### src/rtl/oc_irq_handler.sv
// oc_irq_handler: synchronised, debounced consumer of a shared open-collector interrupt line.
// Round-robin source select, valid/ready ID handshake, one-hot ack. Define OC_IRQ_TIMEOUT_EN for PRESENT timeout.
module oc_irq_handler #(
  parameter int N   = 4,
  parameter int IDW = 2,
  parameter int DEB = 2,
  parameter int TMO = 16
) (
  input  logic           clk,
  input  logic           clrn,
  input  logic           irq_n,
  input  logic [N-1:0]   src_pend,
  input  logic           int_ready,
  output logic           int_valid,
  output logic [IDW-1:0] int_id,
  output logic [N-1:0]   src_ack,
  output logic           busy,
  output logic           spurious
);

  typedef enum logic [2:0] {IDLE, SCAN, PRESENT, ACK, SETTLE} state_e;

  state_e         state_q, state_d;
  logic           sync1_q, sync1_d, sync2_q, sync2_d;
  logic [3:0]     deb_q, deb_d;
  logic [1:0]     settle_q, settle_d;
  logic [IDW-1:0] last_q, last_d, int_id_q, int_id_d;
  logic           int_valid_q, int_valid_d, spurious_q, spurious_d;
  logic [N-1:0]   src_ack_q, src_ack_d;
  logic [IDW:0]   pick;
  logic           tmo_hit;

  // Search starts just past the last served source, so that source becomes lowest priority.
  function automatic logic [IDW:0] rr_pick(input logic [N-1:0] pend, input logic [IDW-1:0] last);
    logic [IDW:0] res;
    int idx;
    res = '0;
    for (int i = N - 1; i >= 0; i--) begin
      idx = int'(last) + 1 + i;
      if (idx >= N) idx = idx - N;
      if (pend[IDW'(idx)]) res = {1'b1, IDW'(idx)};
    end
    return res;
  endfunction

  assign pick = rr_pick(src_pend, last_q);

`ifdef OC_IRQ_TIMEOUT_EN
  localparam int TW = $clog2(TMO + 1);
  logic [TW-1:0] tmo_cnt_q, tmo_cnt_d;

  // Counter stays at zero outside PRESENT, so every entry starts a fresh window.
  always_comb begin
    tmo_cnt_d = '0;
    if (state_q == PRESENT) tmo_cnt_d = tmo_cnt_q + 1'b1;
  end

  always_ff @(posedge clk) begin
    if (!clrn) tmo_cnt_q <= '0;
    else       tmo_cnt_q <= tmo_cnt_d;
  end

  assign tmo_hit = (state_q == PRESENT) && !int_ready && (tmo_cnt_q == TW'(TMO - 1));
`else
  logic unused_tmo;
  assign unused_tmo = ^TMO;
  assign tmo_hit    = 1'b0;
`endif

  always_ff @(posedge clk) begin
    if (!clrn) state_q <= IDLE;
    else       state_q <= state_d;
  end

  always_comb begin
    state_d = state_q;
    case (state_q)
      IDLE:    if (deb_q == 4'(DEB)) state_d = SCAN;
      SCAN:    state_d = pick[IDW] ? PRESENT : SETTLE;
      PRESENT: begin
        if (int_ready)    state_d = ACK;
        else if (tmo_hit) state_d = SETTLE;
      end
      ACK:     state_d = SETTLE;
      SETTLE:  if (settle_q == 2'd2) state_d = IDLE;
      default: state_d = IDLE;
    endcase
  end

  always_comb begin
    sync1_d     = irq_n;
    sync2_d     = sync1_q;
    deb_d       = deb_q;
    settle_d    = 2'd0;
    last_d      = last_q;
    int_id_d    = int_id_q;
    int_valid_d = int_valid_q;
    src_ack_d   = '0;
    spurious_d  = 1'b0;

    // SETTLE masks the line while the served source's release ripples through the synchroniser.
    if (state_q == SETTLE || sync2_q) deb_d = 4'd0;
    else if (deb_q != 4'(DEB))        deb_d = deb_q + 4'd1;

    if (state_q == SETTLE && settle_q != 2'd2) settle_d = settle_q + 2'd1;

    if (state_q == SCAN) begin
      if (pick[IDW]) begin
        int_id_d    = pick[IDW-1:0];
        int_valid_d = 1'b1;
      end else begin
        spurious_d  = 1'b1;
      end
    end

    if (state_q == PRESENT) begin
      if (int_ready) begin
        int_valid_d         = 1'b0;
        src_ack_d[int_id_q] = 1'b1;
      end else if (tmo_hit) begin
        int_valid_d = 1'b0;
        spurious_d  = 1'b1;
      end
    end

    if (state_q == ACK) last_d = int_id_q;
  end

  always_ff @(posedge clk) begin
    if (!clrn) begin
      sync1_q     <= 1'b1;
      sync2_q     <= 1'b1;
      deb_q       <= 4'd0;
      settle_q    <= 2'd0;
      last_q      <= IDW'(N - 1);
      int_id_q    <= '0;
      int_valid_q <= 1'b0;
      src_ack_q   <= '0;
      spurious_q  <= 1'b0;
    end else begin
      sync1_q     <= sync1_d;
      sync2_q     <= sync2_d;
      deb_q       <= deb_d;
      settle_q    <= settle_d;
      last_q      <= last_d;
      int_id_q    <= int_id_d;
      int_valid_q <= int_valid_d;
      src_ack_q   <= src_ack_d;
      spurious_q  <= spurious_d;
    end
  end

  always_comb begin
    busy      = (state_q != IDLE);
    int_valid = int_valid_q;
    int_id    = int_id_q;
    src_ack   = src_ack_q;
    spurious  = spurious_q;
  end

endmodule

### config.mk
export PLATFORM = sky130hd
export DESIGN_NAME = oc_irq_handler
export DESIGN_NICKNAME = d
export VERILOG_FILES = /design/src/rtl/oc_irq_handler.sv
export SDC_FILE = /design/constraint.sdc
export NUM_CORES = 1
export LEC_CHECK = 0
export ABC_AREA = 1
export CORE_MARGIN = 5
export CORE_UTILIZATION = 46
export DETAILED_ROUTE_END_ITERATION = 7
export GPL_ROUTABILITY_DRIVEN = 0
export PLACE_DENSITY_LB_ADDON = 0.2
export SLEW_MARGIN = 20
export SYNTH_ARGS = -nofsm -noshare
export SYNTH_HDL_FRONTEND = slang
export SYNTH_SLANG_ARGS = --single-unit
### constraint.sdc
create_clock -name clk -period 1.3 [get_ports clk]
set_clock_uncertainty 0.15 [all_clocks]
set_input_delay 0.26 -clock clk [delete_from_list [all_inputs] [get_ports clk]]
set_output_delay 0.26 -clock clk [all_outputs]
set_load 0.01 [all_outputs]
==> results.yml, run 1 <==
drt:
  wl_per_cell_um: 12.3
  route.detailed.drc: 0
  vias: 1027
  drt_iter0_markers: 27
  first_pass_iters: 4
  drtAntennaViolNets: 0
  wirelength_um: 2610
  post_drt_via_cell_ratio: 4.84
placement:
  dp_slack_ns: -0.439
  place.detailed.hpwl_um: 1870
  portBuffers: 16
  placed_area_um2: 1420
grt:
  use_met2: 0.294
  grtUsageMet3: 0.0156
  grt_max_degree: 13
  track_usage: 0.157
  busiest_layer: "met2"
  grt_overflow: 0
  grt_pass1_vias: 1016
  gr-usage-met1: 0.179
  antenna_found_initial: 0
  grt_pass1_wl_um: 4200
clock_network:
  cts-htree-levels: 1
  cts.sinks: 21
  clk_pin_slew_ns: 0.12
  cts_buffers: 3
  clk_path_buf_depth: 2
  cts_hold_buffers: 0
  insertion_delay_ns: 0.31
  root_buffer: "clkbuf_4"
  cts_tree: "built"
status:
  outcome: "finished, violations left"
  violations: "negative setup slack"
logic_synthesis:
  synth_top_area_frac: 0.393
  synth_xor_area_frac: 0.0164
  syn_area_um2: 1070
  syn_inst: 142
  synth_simple_gate_area_frac: 0.363
  syn_nets: 153
  yosysTopAreaCell: "dfxtp_1"
  synth_cell_types: 30
  synthMuxAreaShare: 0
  synthAdderAreaFrac: 0.0351
  syn_area_per_cell_um2: 7.52
  yosysWarnings: 0
  yosysSeqAreaShare: 0.393
  synth_top_family_by_area: "simple AND/OR/NAND/NOR gates"
  ys_ff_latch: 21
  synth-compound-area-share: 0.101
  synth_area_leaders: "dfxtp_1 39%, nand2_1 11%, inv_1 6.7%"
worst_setup_path:
  slowest_stage: "clkdlybuf4s50_1"
  cp_data_arrival_time_ns: 1.46
  criticalPathCategory: "input pin to flip-flop"
  cp-start-kind: "input pin"
  cp-end-kind: "flip-flop"
  timing.critical_path.buf_inv: 2
  worstPathRequired_ns: 1.37
  path_delay_family: "buffers and inverters"
  worstPathMaxFanout: 4
  worstPathCellList: "clkdlybuf4s50_1 -> inv_1 -> nand2_1 -> nand2_4 -> nand2_4 -> nor2_4 -> nor2_4 -> o21ai_2 -> nor2_2 -> nor2_1"
  max_stage_delay_ns: 0.49
power:
  leakagePower_nw: 0.708
  power.density_nw_per_um2: 913
  peakVddDrop_uv: 635
floorplan:
  ios: 17
  start_util: 0.483
  die-area_um2: 3390
  placementRows: 17
  die_h_um: 58.2
  core-area_um2: 2210
  die_width_um: 58.2
timing:
  tightest_slew_ns: 0.215
  final_hold_viol_count: 0
  finalSetupViolations: 5
  finalMaxSlewViolations: 0
  max_freq_mhz: 717
  period_needed_ns: 1.39
  period_share: 1.07
  maxSlewHeadroom: 0.856
  fin_ws_ns: -0.0942
  rsz0062_at_grt: "yes"
run:
  max_cap_violations: 0
finish:
  area_growth_pct: 45.4
  drive_gt1_frac: 0.500
  fin_nets: 196
  diodes: 0
  final_area_um2: 1550
worst_hold_path:
  hold_class: "flip-flop to flip-flop"
[cell type report]
cell class                      count  area (µm²)
Sequential cell                    21         433
Timing Repair Buffer               39         302
Clock inverter                      1        5.00
Tap cell                           28        35.0
Clock buffer                        3        22.5
Inverter                           21        91.3
Multi-Input combinational cell     99         666
Fill cell                         187         658
[cell usage after synthesis]
master / count
o21ai_1: 3
nand2_1: 32
nor2_1: 11
a21oi_2: 1
nor2_2: 2
nand2_4: 1
nand3_1: 6
dfxtp_1: 21
inv_8: 1
xor2_1: 1
nor3b_1: 1
a21oi_1: 4
nand2_2: 11
o211ai_1: 2
o21ai_2: 1
o21ai_0: 2
or2_2: 2
nor3_2: 1
xnor2_1: 1
ha_1: 3
o21bai_1: 1
o221ai_1: 1
nor2_4: 2
a31oi_1: 1
inv_1: 19
nor3_1: 7
inv_2: 1
nor3_4: 1
buf_6: 1
a211oi_1: 1
[per-stage QoR]
stage	total power, mW	utilization	hold slack (ns)	std cells	TNS, ns
global placement	1.04	0.640	0.251	205	-3.15
CTS	1.38	0.684	0.279	210	-0.354
floorplan	0.868	-	0.209	142	0
detailed placement	1.04	0.640	0.255	205	-3.77
global route	1.49	0.702	0.293	212	-0.892
finish	1.42	0.702	0.274	212	-0.357
[cells by family (layout without fill, tap and decap cells)]
| logic type | Yosys count | after routing |
|---|---|---|
| buffers and inverters | 22 | 64 |
| flip-flops | 21 | 21 |
| AND/OR/NAND/NOR | 77 | 77 |
| AO/OA/AOI/OAI | 17 | 17 |
| adder cells (fa/ha/maj) | 3 | 3 |
| XOR/XNOR | 2 | 2 |
[cell usage in the layout (no fill, tap or decap), types with 6 or more instances in the layout]
cell and count:
nand2_1 22, buf_4 21, inv_1 15, nand2_2 13, dfxtp_1 13, nand2_4 9
nor2_1 7, dfxtp_2 7, clkdlybuf4s50_1 7, nand3_1 6
[per-layer routing]
layer / part of all wire / vias up
li1: - / 533
met1: 0.42 / 470
met2: 0.53 / 18
met3: 0.025 / 6
met4: 0.024 / 0
met5: 0 / -
[power by group]
| part | internal (mW) | switching [mW] |
|---|---|---|
| clock | 0.115 | 0.201 |
| combinational | 0.202 | 0.208 |
| sequential | 0.676 | 0.0175 |
[sequential cells by signal, summed over array words and instances, names as in the netlist]
signal,count
deb_q,4
int_id,2
int_valid,1
last_q,2
settle_q,2
spurious,1
src_ack,4
state_q,3
sync1_q,1
sync2_q,1
[path summary, 6_finish.rpt]
kind         depth (start not counted)           to         from  slack, ns
max                                 10    int_id[1]  src_pend[0]      -0.09
min                                  1  settle_q[0]  settle_q[0]       0.27
max reg2reg                          9    int_id[1]    last_q[0]      -0.09
min reg2reg                          1  settle_q[0]  settle_q[0]       0.27
[timing repair]
action	in CTS	in global routing
setup buffers	2	4
gates resized for setup	43	33
setup endpoints to repair	19	24
gates cloned	0	0
pin swaps	4	10
Power figures use the tool's default switching activity.
==> run 2: changes to the inputs <==
--- a/config.mk
+++ b/config.mk
@@ -10,7 +10,7 @@
 export CORE_UTILIZATION = 46
 export DETAILED_ROUTE_END_ITERATION = 7
 export GPL_ROUTABILITY_DRIVEN = 0
-export PLACE_DENSITY_LB_ADDON = 0.2
+export PLACE_DENSITY_LB_ADDON = 0.25
 export SLEW_MARGIN = 20
 export SYNTH_ARGS = -nofsm -noshare
 export SYNTH_HDL_FRONTEND = slang
==> results.yml, run 2 (synthesis gave the netlist of run 1 again) <==
status:
  outcome: "finished, violations left"
  violations: "negative setup slack"
worst_setup_path:
  reg2reg_to: "int_id[1]"
  criticalPathCategory: "flip-flop to flip-flop"
  cp-end-kind: "flip-flop"
  max_stage_delay_ns: 0.39
  r2r_start: "last_q[0]"
  worstPathRequired_ns: 1.36
  worstPathMaxFanout: 8
  rrSetupSlack_ns: -0.16
  slowest_stage: "dfxtp_4"
  cp_data_arrival_time_ns: 1.52
  cp-start-kind: "flip-flop"
  rr_worst_depth: 10
  worstPathCellList: "buf_12 -> inv_8 -> nand2_2 -> nand2_2 -> nand2_4 -> nor2_4 -> nor2_4 -> o21ai_2 -> nor2_2 -> nor2_1"
floorplan:
  ios: 17
  die_width_um: 58.2
  core-area_um2: 2210
  placementRows: 17
  die-area_um2: 3390
  die_h_um: 58.2
  start_util: 0.483
finish:
  drive_gt1_frac: 0.522
  final_area_um2: 1610
  fin_nets: 192
  area_growth_pct: 50.8
  post-route-util: 0.729
  diodes: 0
  layout_common_cells: "19 x nand2_1, 17 x nand2_2, 15 x buf_4"
  final_common_cell: "nand2_1"
worst_hold_path:
  hold_class: "input pin to flip-flop"
  worstHoldEndpoint: "int_valid"
  hold_depth: 3
  hp-start: "clrn"
timing:
  max_freq_mhz: 686
  fin_ws_ns: -0.158
  finalMaxSlewViolations: 0
  period_needed_ns: 1.46
  tns_ns: -0.678
  final_hold_viol_count: 0
  maxSlewHeadroom: 0.811
  period_share: 1.12
  tightest_slew_ns: 0.283
  finalSetupViolations: 7
  rsz0062_at_grt: "yes"
grt:
  grt_pass1_wl_um: 4000
  track_usage: 0.151
  grt_max_degree: 12
  antenna_found_initial: 0
  grt_pass1_vias: 985
  grt_overflow: 0
drt:
  vias: 1047
  post_drt_via_cell_ratio: 5.03
  route.detailed.drc: 0
  wl_per_cell_um: 13.2
  wirelength_um: 2740
  drtAntennaViolNets: 0
  drt_iter0_markers: 25
  first_pass_iters: 4
clock_network:
  clk_pin_slew_ns: 0.11
  cts_hold_buffers: 0
  insertion_delay_ns: 0.30
  cts_buffers: 3
  cts_tree: "built"
  cts.sinks: 21
  root_buffer: "clkbuf_4"
  cts-htree-levels: 1
  clk_path_buf_depth: 2
run:
  max_cap_violations: 0
placement:
  portBuffers: 16
  placed_area_um2: 1390
  place.detailed.hpwl_um: 1810
  dp_slack_ns: -0.401
power:
  peakVddDrop_uv: 534
  power.density_nw_per_um2: 876
  leakagePower_nw: 0.698
## run 2: cell types whose count changed in the layout (fill, tap and decap cells not counted), sizes merged
cell,change
dlymetal6s2s,+1
clkinv,-1
clkdlybuf4s15,+4
clkdlybuf4s50,-1
buf,-6
clkbuf,-1
## run 2: worst max-delay path by stage
stage           startpoint        end  slack [ns]  depth (start not counted)
2_1_floorplan    last_q[0]  int_id[1]        0.03                         10
3_3_place_gp   src_pend[0]  int_id[1]       -0.37                         10
3_5_place_dp   src_pend[0]  int_id[1]       -0.40                         10
4_1_cts         state_q[2]       busy       -0.19                          3
5_1_grt          last_q[0]  int_id[0]       -0.23                         10
6_report         last_q[0]  int_id[1]       -0.16                         10
## run 2: per-layer routing
metal / track usage / share of wire / vias up
li1: - / - / 529
met1: 0.157 / 0.38 / 495
met2: 0.298 / 0.57 / 16
met3: 0.0200 / 0.022 / 7
met4: 0.0596 / 0.022 / 0
met5: 0 / 0 / -
## run 2: cell type report
cell class / count / area (µm²)
inverter: 21 / 86.3
timing repair buffer: 35 / 319
multi-input combinational: 99 / 713
sequential: 21 / 432
clock buffer: 4 / 26.3
tap: 28 / 35.0
fill: 167 / 601
## run 2: power by group
part | total, mW | switching (mW) | internal (mW)
Sequential | 0.691 | 0.0183 | 0.673
Combinational | 0.404 | 0.212 | 0.192
Clock | 0.316 | 0.196 | 0.120
Total | 1.41 | 0.426 | 0.985
## run 2: per-stage QoR
| step | std cells | total power, mW | hold WS, ns |
|---|---|---|---|
| final | 208 | 1.41 | 0.200 |
| after global routing | 208 | 1.48 | 0.213 |
| after CTS | 205 | 1.32 | 0.278 |
| after detailed placement | 201 | 1.02 | 0.254 |
| after global placement | 201 | 1.01 | 0.249 |
| after floorplan | 142 | 0.868 | 0.209 |
## run 2: what timing repair did
action	in CTS	in global routing
resized for setup	28	59
setup endpoints to repair	18	24
gates cloned	0	0
hold endpoints to repair	0	0
pin swaps	2	17
setup buffers	0	4
## run 2: critical path, delay by kind of cell (launching register included)
family                 cells  cell delay, ns
flip-flops                 1            0.39
AND/OR/NAND/NOR            7            0.57
buffers and inverters      2            0.16
AO/OA/AOI/OAI              1            0.08
==> run 3: changes to the inputs <==
--- a/config.mk
+++ b/config.mk
@@ -6,8 +6,10 @@
 export NUM_CORES = 1
 export LEC_CHECK = 0
 export ABC_AREA = 1
+export CELL_PAD_IN_SITES_DETAIL_PLACEMENT = 0
+export CELL_PAD_IN_SITES_GLOBAL_PLACEMENT = 1
 export CORE_MARGIN = 5
-export CORE_UTILIZATION = 46
+export CORE_UTILIZATION = 34
 export DETAILED_ROUTE_END_ITERATION = 7
 export GPL_ROUTABILITY_DRIVEN = 0
 export PLACE_DENSITY_LB_ADDON = 0.25
==> constraint.sdc (replaced) <==
create_clock -name clk -period 1.2 [get_ports clk]
set_clock_uncertainty 0.15 [all_clocks]
set_input_delay 0.24 -clock clk [delete_from_list [all_inputs] [get_ports clk]]
set_output_delay 0.24 -clock clk [all_outputs]
set_load 0.01 [all_outputs]
==> results.yml, run 3 (synthesis gave the netlist of run 1 again) <==
power:
  power.density_nw_per_um2: 915
  p_sw_frac: 0.300
  power_frac_clock: 0.220
  peakVddDrop_uv: 733
  share_seq_of_total_power: 0.483
  leakagePower_nw: 0.741
  comb_power_share: 0.297
  intPower_mw: 1.10
  p_switching_uw: 470
clock_network:
  cts_buffers: 3
  cts_tree: "built"
  cts.sinks: 21
  clk_pin_slew_ns: 0.11
  clk_path_buf_depth: 2
  cts_hold_buffers: 0
  cts-htree-levels: 1
  root_buffer: "clkbuf_4"
  insertion_delay_ns: 0.31
timing:
  period_needed_ns: 1.40
  tns_ns: -1.27
  maxSlewHeadroom: 0.870
  max_freq_mhz: 712
  finalSetupViolations: 10
  finalMaxSlewViolations: 0
  final_hold_viol_count: 0
  fin_ws_ns: -0.204
  rsz0062_at_grt: "yes"
  period_share: 1.17
  tightest_slew_ns: 0.193
drt:
  first_pass_iters: 4
  post_drt_via_cell_ratio: 4.39
  wirelength_um: 2500
  vias: 1027
  drtAntennaViolNets: 0
  wl_per_cell_um: 10.7
  route.detailed.drc: 0
  drt_iter0_markers: 33
floorplan:
  placementRows: 20
  die_width_um: 66.1
  die-area_um2: 4360
  die_h_um: 66.1
  ios: 17
  core-area_um2: 3030
  start_util: 0.353
grt:
  grt_max_degree: 13
  antenna_found_initial: 0
  grt_pass1_vias: 967
  grt_overflow: 0
  grt_pass1_wl_um: 4200
  track_usage: 0.123
placement:
  place.detailed.hpwl_um: 1850
  portBuffers: 16
  dp_slack_ns: -0.488
run:
  max_cap_violations: 0
status:
  violations: "negative setup slack"
  outcome: "finished, violations left"
worst_setup_path:
  cp-start-kind: "flip-flop"
  cp-end-kind: "primary output"
  worstPathMaxFanout: 2
  criticalPathCategory: "flip-flop to primary output"
  cp_data_arrival_time_ns: 1.01
  rr_worst_depth: 10
  worstPathRequired_ns: 0.81
finish:
  layout_common_cells: "23 x nand2_1, 23 x buf_4, 15 x inv_1"
  drive_gt1_frac: 0.568
  diodes: 0
  area_growth_pct: 60.2
  fin_nets: 202
worst_hold_path:
  hold_depth: 1
  hold_class: "flip-flop to flip-flop"
-- run 3: changes by cell type in the layout (fill, tap and decap cells not counted), moves of 3 or more --
cell      before  now
buf_4         15   23
buf_2          0    6
dfxtp_2        6   11
dfxtp_1       14   10
nand2_1       19   23
nand2_2       17   13
buf_6          4    7
clkbuf_2       3    0
nor3_1         3    0
nor3_2         4    7
-- run 3: repair_timing --
action                                 in CTS  in global routing
pin swaps                                   5                 11
gates resized for setup                    64                 31
setup endpoints to repair                  24                 23
cloned                                      0                  0
endpoints found under the hold margin       0                  0
setup buffers                               2                  4
-- run 3: cell type report --
| class | count | area (µm²) |
|---|---|---|
| clock buffer | 3 | 22.5 |
| clock inverter | 1 | 5.00 |
| fill | 277 | 1320 |
| inverter | 21 | 86.3 |
| multi-input combinational | 99 | 726 |
| sequential | 21 | 434 |
| tap | 44 | 55.1 |
| timing repair buffer | 45 | 383 |
-- run 3: critical path: stages (launching register included) --
cell,delay [ns]
dfxtp_2,0.36
nor2_4,0.13
nand2_1,0.08
buf_2,0.14
-- run 3: per-stage QoR --
step | total power, mW | cell area [µm²] | hold slack (ns) | cells | util
after floorplan | 0.942 | 1080 | 0.189 | 142 | -
after global placement | 1.13 | 1470 | 0.245 | 224 | 0.484
after detailed placement | 1.14 | 1470 | 0.250 | 224 | 0.484
after CTS | 1.49 | 1540 | 0.279 | 230 | 0.510
after global routing | 1.66 | 1710 | 0.286 | 234 | 0.565
final | 1.57 | 1710 | 0.269 | 234 | 0.565
-- run 3: final timing paths --
kind | from | slack, ns | endpoint
max reg2reg | last_q[0] | -0.18 | int_id[0]
min | settle_q[0] | 0.27 | settle_q[0]
max | state_q[2] | -0.20 | busy
min reg2reg | settle_q[0] | 0.27 | settle_q[0]
-- run 3: layer usage --
metal	track usage	up-vias	wire length, µm
met5	0	-	0
met1	0.165	460	1130
met4	0.0381	0	21
li1	-	550	-
met3	0.0357	2	102
met2	0.188	15	1250
-- run 3: power groups by stage --
stage / registers, mW / logic, mW / clock network [mW]
floorplan: 0.777 / 0.166 / 0
global placement: 0.759 / 0.376 / 0
detailed placement: 0.759 / 0.381 / 0
CTS: 0.749 / 0.387 / 0.355
global route: 0.761 / 0.513 / 0.390
finish: 0.756 / 0.466 / 0.344
